File: src/rtl/time_preset_entry_pkg.sv
// Shared types and constants for the preset-entry front panel.
package time_preset_entry_pkg;

    localparam int unsigned DIGIT_W   = 4;
    localparam int unsigned DEB_CNT_W = 16;

    typedef logic [DIGIT_W-1:0] digit_t;

    typedef logic [0:0] state_t;
    localparam state_t ST_EDIT = 1'b0;
    localparam state_t ST_RUN  = 1'b1;

    // Modulo-10 BCD increment; anything at or above 9 wraps to 0.
    function automatic digit_t bcd_inc(input digit_t d);
        return (d >= digit_t'(9)) ? digit_t'(0) : d + digit_t'(1);
    endfunction

endpackage

File: src/rtl/time_preset_entry_if.sv
// Key/done inputs and preset/control outputs of the preset-entry block.
interface time_preset_entry_if;
    import time_preset_entry_pkg::*;

    logic   key_sel_i;
    logic   key_inc_i;
    logic   key_start_i;
    logic   done_i;
    digit_t time_h_o;
    digit_t time_l_o;
    logic   load_o;
    logic   run_o;
    logic   edit_h_o;

    modport master (
        output key_sel_i, key_inc_i, key_start_i, done_i,
        input  time_h_o, time_l_o, load_o, run_o, edit_h_o
    );

    modport slave (
        input  key_sel_i, key_inc_i, key_start_i, done_i,
        output time_h_o, time_l_o, load_o, run_o, edit_h_o
    );

endinterface

File: src/rtl/time_preset_entry_key_debounce.sv
// Raw push-button to single-cycle press event: 2-FF sync, debounce, rising-edge pulse.
module key_debounce
    import time_preset_entry_pkg::*;
#(
    parameter int unsigned DEB_CYCLES = 20
) (
    input  logic clk_i,
    input  logic rst_i,
    input  logic key_i,
    output logic event_o
);

    localparam logic [DEB_CNT_W-1:0] CNT_LAST = DEB_CNT_W'(DEB_CYCLES - 1);

    logic                 sync1_q, sync2_q;
    logic                 level_q, level_d;
    logic                 level_prev_q;
    logic                 event_q;
    logic [DEB_CNT_W-1:0] cnt_q, cnt_d;

    // Level flips only after DEB_CYCLES consecutive mismatching samples.
    always_comb begin
        cnt_d   = '0;
        level_d = level_q;
        if (sync2_q != level_q) begin
            if (cnt_q == CNT_LAST) begin
                level_d = sync2_q;
            end else begin
                cnt_d = cnt_q + DEB_CNT_W'(1);
            end
        end
    end

    always_ff @(posedge clk_i or posedge rst_i) begin
        if (rst_i) begin
            sync1_q      <= 1'b0;
            sync2_q      <= 1'b0;
            cnt_q        <= '0;
            level_q      <= 1'b0;
            level_prev_q <= 1'b0;
            event_q      <= 1'b0;
        end else begin
            sync1_q      <= key_i;
            sync2_q      <= sync1_q;
            cnt_q        <= cnt_d;
            level_q      <= level_d;
            level_prev_q <= level_q;
            event_q      <= level_q & ~level_prev_q;
        end
    end

    assign event_o = event_q;

endmodule

File: src/rtl/time_preset_entry.sv
// Two-digit BCD preset editor with start/stop control for a countdown counter.
module time_preset_entry
    import time_preset_entry_pkg::*;
#(
    parameter int unsigned DEB_CYCLES = 20,
    parameter int unsigned INIT_H     = 6,
    parameter int unsigned INIT_L     = 0
) (
    input  logic                      clk_i,
    input  logic                      rst_i,
    time_preset_entry_if.slave        bus
);

    localparam digit_t RST_H = digit_t'(INIT_H);
    localparam digit_t RST_L = digit_t'(INIT_L);

    logic   sel_ev, inc_ev, start_ev;
    state_t state_q, state_d;
    digit_t time_h_q, time_h_d;
    digit_t time_l_q, time_l_d;
    logic   edit_h_q, edit_h_d;
    logic   load_q, load_d;
    logic   run_q, run_d;

    key_debounce #(.DEB_CYCLES(DEB_CYCLES)) u_deb_sel (
        .clk_i(clk_i), .rst_i(rst_i), .key_i(bus.key_sel_i), .event_o(sel_ev)
    );
    key_debounce #(.DEB_CYCLES(DEB_CYCLES)) u_deb_inc (
        .clk_i(clk_i), .rst_i(rst_i), .key_i(bus.key_inc_i), .event_o(inc_ev)
    );
    key_debounce #(.DEB_CYCLES(DEB_CYCLES)) u_deb_start (
        .clk_i(clk_i), .rst_i(rst_i), .key_i(bus.key_start_i), .event_o(start_ev)
    );

    // Increment uses the pre-toggle selection when sel and inc coincide.
    always_comb begin
        state_d  = state_q;
        time_h_d = time_h_q;
        time_l_d = time_l_q;
        edit_h_d = edit_h_q;
        load_d   = 1'b0;
        run_d    = run_q;
        if (state_q == ST_EDIT) begin
            if (sel_ev) begin
                edit_h_d = ~edit_h_q;
            end
            if (inc_ev) begin
                if (edit_h_q) begin
                    time_h_d = bcd_inc(time_h_q);
                end else begin
                    time_l_d = bcd_inc(time_l_q);
                end
            end
            if (start_ev && ((time_h_q != '0) || (time_l_q != '0))) begin
                state_d = ST_RUN;
                load_d  = 1'b1;
                run_d   = 1'b1;
            end
        end else begin
            if (start_ev || bus.done_i) begin
                state_d = ST_EDIT;
                run_d   = 1'b0;
            end
        end
    end

    always_ff @(posedge clk_i or posedge rst_i) begin
        if (rst_i) begin
            state_q  <= ST_EDIT;
            time_h_q <= RST_H;
            time_l_q <= RST_L;
            edit_h_q <= 1'b0;
            load_q   <= 1'b0;
            run_q    <= 1'b0;
        end else begin
            state_q  <= state_d;
            time_h_q <= time_h_d;
            time_l_q <= time_l_d;
            edit_h_q <= edit_h_d;
            load_q   <= load_d;
            run_q    <= run_d;
        end
    end

    assign bus.time_h_o = time_h_q;
    assign bus.time_l_o = time_l_q;
    assign bus.edit_h_o = edit_h_q;
    assign bus.load_o   = load_q;
    assign bus.run_o    = run_q;

endmodule

File: src/flat_wrapper.sv
// flat-port wrapper written by rule: the top's interface ports become plain ports
module time_preset_entry_flat import time_preset_entry_pkg::*;
#(
    parameter int unsigned DEB_CYCLES = 20,
    parameter int unsigned INIT_H     = 6,
    parameter int unsigned INIT_L     = 0
)
  (clk_i, rst_i, bus_key_sel_i, bus_key_inc_i, bus_key_start_i, bus_done_i, bus_time_h_o, bus_time_l_o, bus_load_o, bus_run_o, bus_edit_h_o);
  time_preset_entry_if bus_i ();
  input  logic clk_i;
  input  logic rst_i;
  input wire logic [$bits(bus_i.key_sel_i)-1:0] bus_key_sel_i;
  input wire logic [$bits(bus_i.key_inc_i)-1:0] bus_key_inc_i;
  input wire logic [$bits(bus_i.key_start_i)-1:0] bus_key_start_i;
  input wire logic [$bits(bus_i.done_i)-1:0] bus_done_i;
  output wire logic [$bits(bus_i.time_h_o)-1:0] bus_time_h_o;
  output wire logic [$bits(bus_i.time_l_o)-1:0] bus_time_l_o;
  output wire logic [$bits(bus_i.load_o)-1:0] bus_load_o;
  output wire logic [$bits(bus_i.run_o)-1:0] bus_run_o;
  output wire logic [$bits(bus_i.edit_h_o)-1:0] bus_edit_h_o;
  assign bus_i.key_sel_i = bus_key_sel_i;
  assign bus_i.key_inc_i = bus_key_inc_i;
  assign bus_i.key_start_i = bus_key_start_i;
  assign bus_i.done_i = bus_done_i;
  assign bus_time_h_o = bus_i.time_h_o;
  assign bus_time_l_o = bus_i.time_l_o;
  assign bus_load_o = bus_i.load_o;
  assign bus_run_o = bus_i.run_o;
  assign bus_edit_h_o = bus_i.edit_h_o;
  time_preset_entry #(.DEB_CYCLES(DEB_CYCLES), .INIT_H(INIT_H), .INIT_L(INIT_L)) u_core (.clk_i(clk_i), .rst_i(rst_i), .bus(bus_i));
endmodule
File: config.mk
export PLATFORM = sky130hd
export DESIGN_NAME = time_preset_entry_flat
export DESIGN_NICKNAME = d
export VERILOG_FILES = /design/src/rtl/time_preset_entry_pkg.sv /design/src/rtl/time_preset_entry_if.sv /design/src/rtl/time_preset_entry_key_debounce.sv /design/src/rtl/time_preset_entry.sv /design/src/flat_wrapper.sv
export SDC_FILE = /design/constraint.sdc
export NUM_CORES = 1
export LEC_CHECK = 0
export ABC_AREA = 1
export BUFFER_PORTS_ARGS = -buffer_cell sky130_fd_sc_hd__buf_2
export CAP_MARGIN = 20
export CORE_UTILIZATION = 52
export CTS_BUF_LIST = sky130_fd_sc_hd__clkbuf_4
export DETAILED_ROUTE_END_ITERATION = 10
export GPL_TIMING_DRIVEN = 0
export HOLD_SLACK_MARGIN = 0.1
export PLACE_DENSITY = 0.78
export SYNTH_ARGS = -nofsm -noshare
export SYNTH_HDL_FRONTEND = slang
export SYNTH_SLANG_ARGS = --single-unit
File: constraint.sdc
create_clock -name clk_i -period 2.7 [get_ports clk_i]
set_input_delay 0.54 -clock clk_i [delete_from_list [all_inputs] [get_ports clk_i]]
set_output_delay 0.54 -clock clk_i [all_outputs]
set_load 0.02 [all_outputs]
==> impl_metrics.env <==
export IMPL_cp_cell_sequence="buf_2"
export IMPL_worstPathRequired_ps=2160
export IMPL_final_common_cell="nor2_1"
export IMPL_io_buffers=16
export IMPL_power_net_switching_mw=0.479
export IMPL_synth_cells=474
export IMPL_clock_skew_ps=9.88
export IMPL_period_minus_slack_ps=1740
export IMPL_synth_fa_ha_area_frac=0.0328
export IMPL_globalRouteTotalUtil=0.207
export IMPL_p_seq_frac=0.568
export IMPL_syn_area_per_cell_um2=8.05
export IMPL_period_share=0.643
export IMPL_drive_above_1_share=0.132
export IMPL_power_share_combinational=0.042
export IMPL_dpl_worst_slack_ps=1260
export IMPL_htree_levels=3
export IMPL_hold_class="input port to register"
export IMPL_cts_root_buf="clkbuf_4"
export IMPL_grt_overflow_total=0
export IMPL_cpPeakStageDelay_ps=590
export IMPL_fmax_mhz=576
export IMPL_slew_headroom=0.691
export IMPL_cts_buffer_depth=2
export IMPL_path_max_fanout=4
export IMPL_cts_buffers=9
export IMPL_die_y_um=87.7
export IMPL_synth_xor_area_frac=0.0505
export IMPL_power_density_nw_per_um2=481
export IMPL_p_total_mw=2.03
export IMPL_synth_top_family_by_area="simple AND/OR/NAND/NOR gates"
export IMPL_die_w_um=87.7
export IMPL_final_cell_mix="95 x nor2_1, 88 x nand2_1, 73 x dfrtp_1, 61 x inv_1, 31 x nand3_1"
export IMPL_max_cap_violations=0
export IMPL_post_cts_setup_buffer_count=0
export IMPL_place_congestion=0.940
export IMPL_crit_buf_inv=1
export IMPL_fin_cells=604
export IMPL_cts_hold_buf=1
export IMPL_fillers=589
export IMPL_seq_area_frac_synth=0.492
export IMPL_start_util=0.550
export IMPL_slew_violations=0
export IMPL_grt_max_degree=52
export IMPL_status="finished clean"
export IMPL_area_growth_synth_to_final_pct=10.6
export IMPL_drtIter0Drc=150
export IMPL_grt_first_pass_wirelength_mm=12.2
export IMPL_crit_family="flip-flops"
export IMPL_place_hpwl_mm=5.21
export IMPL_clock_sinks=75
export IMPL_ys_warn_count=0
export IMPL_synth_simple_gate_area_frac=0.323
export IMPL_final_cell_area_um2=4220
export IMPL_insertion_delay_ps=430
export IMPL_intPower_mw=1.55
export IMPL_syn_cell_area_um2=3820
export IMPL_start_kind="register"
export IMPL_drc=0
export IMPL_dieArea_um2=7690
export IMPL_antenna_found_initial=0
export IMPL_drtPass1Iterations=4
export IMPL_place_area_um2=4050
export IMPL_fp_row_count=30
export IMPL_finalNetCount=519
export IMPL_rsz0062_at_grt="false"
export IMPL_diodes=0
export IMPL_finalHoldViolations=0
export IMPL_setup_violations=0
export IMPL_dp_cells=587
export IMPL_synthMuxAreaShare=0
export IMPL_antenna_left=0
export IMPL_ioPinCount=17
export IMPL_p_leak_nw=1.89
export IMPL_cts_tree="done"
export IMPL_synth_seq_cells=75
export IMPL_clk_pin_slew_ps=120
export IMPL_routed_wl_mm=7.18
export IMPL_wl_per_cell_um=11.9
export IMPL_viasPerCell=5.12
export IMPL_fin_tns_setup_ps=0
export IMPL_num_vias=3095
export IMPL_synthDistinctLibCells=24
export IMPL_syn_num_nets=490
export IMPL_vdd_drop_max_v=0.000311
export IMPL_coreArea_um2=6940
export IMPL_swShare=0.236
export IMPL_clock_power_share=0.390
export IMPL_end_kind="primary output"
export IMPL_arrival_ps=1200
export IMPL_cp_slowest_cell="dfstp_2"
export IMPL_layout_setup_ws_ps=964
export IMPL_cts_resized=0
export IMPL_worst_slew_pin_slew_ps=461
export IMPL_setup_worst_path_class="register to primary output"
export IMPL_first_global_vias=2900
export IMPL_synth_compound_area_frac=0.0334
## metal layers
layer | up-vias | track usage | wire length (um)
li1 | 1562 | - | -
met1 | 1461 | 0.256 | 3340
met5 | - | 0 | 0
met4 | 0 | 0.0954 | 103
met2 | 61 | 0.347 | 3480
met3 | 11 | 0.0471 | 251
## logic make-up after synthesis
group | after synthesis
AOI/OAI and AO/OA | 25
and+or+nand+nor | 274
DFF | 75
buffers and inverters | 68
adders and majority gates | 10
xor gates and xnor gates | 22
## synthesized netlist by cell type
library cell / number / area share
nand3_2: 1 / 0.0026
nor2_1: 95 / 0.093
nor3b_1: 1 / 0.0020
buf_2: 3 / 0.0039
nand2_1: 88 / 0.087
inv_2: 3 / 0.0029
dfrtp_1: 73 / 0.48
ha_1: 10 / 0.033
nand4_1: 24 / 0.039
nand2_2: 8 / 0.013
dfstp_2: 2 / 0.014
o21ai_1: 10 / 0.013
xor2_1: 15 / 0.034
a21oi_1: 7 / 0.0092
nand3_1: 31 / 0.041
nor3_1: 9 / 0.012
nor3_2: 3 / 0.0079
o21ai_0: 7 / 0.0092
nor2_4: 2 / 0.0059
inv_1: 62 / 0.061
nor2_2: 11 / 0.018
nand3b_1: 1 / 0.0020
xnor2_1: 7 / 0.016
o31ai_1: 1 / 0.0020
## power groups by stage
stage	Combinational (mW)	Clock [mW]	Sequential, mW
CTS	0.0872	0.807	1.15
detailed placement	0.0855	0	1.18
global route	0.0983	0.851	1.16
finish	0.0845	0.793	1.15
global placement	0.0772	0	1.18
floorplan	0.0559	0	1.17
## state kept, by name, summed over array words and instances, names as in the netlist, 4 cells and up
signal	flops
u_core.u_deb_inc.cnt_q	16
u_core.bus.time_l_o	4
u_core.u_deb_start.cnt_q	16
u_core.u_deb_sel.cnt_q	16
u_core.bus.time_h_o	4
## worst paths after layout
kind | slack, ps | depth (start not counted) | to | from
setup / recovery | 960 | 1 | bus_time_h_o[2] | u_core.bus.time_h_o[2]
max in group asynchronous | 1510 | 4 | u_core.bus.time_h_o[2] | rst_i
min in group asynchronous | 610 | 3 | u_core.u_deb_start.cnt_q[15] | rst_i
hold / removal | 200 | 1 | u_core.u_deb_start.sync1_q | bus_key_start_i
hold reg to reg | 360 | 0 | u_core.u_deb_start.sync2_q | u_core.u_deb_start.sync1_q
setup reg to reg | 1210 | 5 | u_core.u_deb_inc.cnt_q[6] | u_core.u_deb_inc.cnt_q[0]
## metrics by stage
stage          hold slack, ps  utilization
2_1_floorplan             331            -
6_report                  203        0.608
5_1_grt                   177        0.608
3_5_place_dp              336        0.583
3_3_place_gp              331        0.579
4_1_cts                   190        0.608
## area by class of cell
| cell class | count | area [um^2] | area share |
|---|---|---|---|
| Buffer | 3 | 15.0 | 0.00356 |
| Clock buffer | 10 | 75.1 | 0.0178 |
| Clock inverter | 6 | 90.1 | 0.0213 |
| Inverter | 65 | 246 | 0.0584 |
| Multi-Input combinational cell | 331 | 1680 | 0.398 |
| Sequential cell | 75 | 1880 | 0.445 |
| Tap cell | 96 | 120 | 0.0284 |
| Timing Repair Buffer | 18 | 118 | 0.0279 |
(Power assumes the default switching activity.)
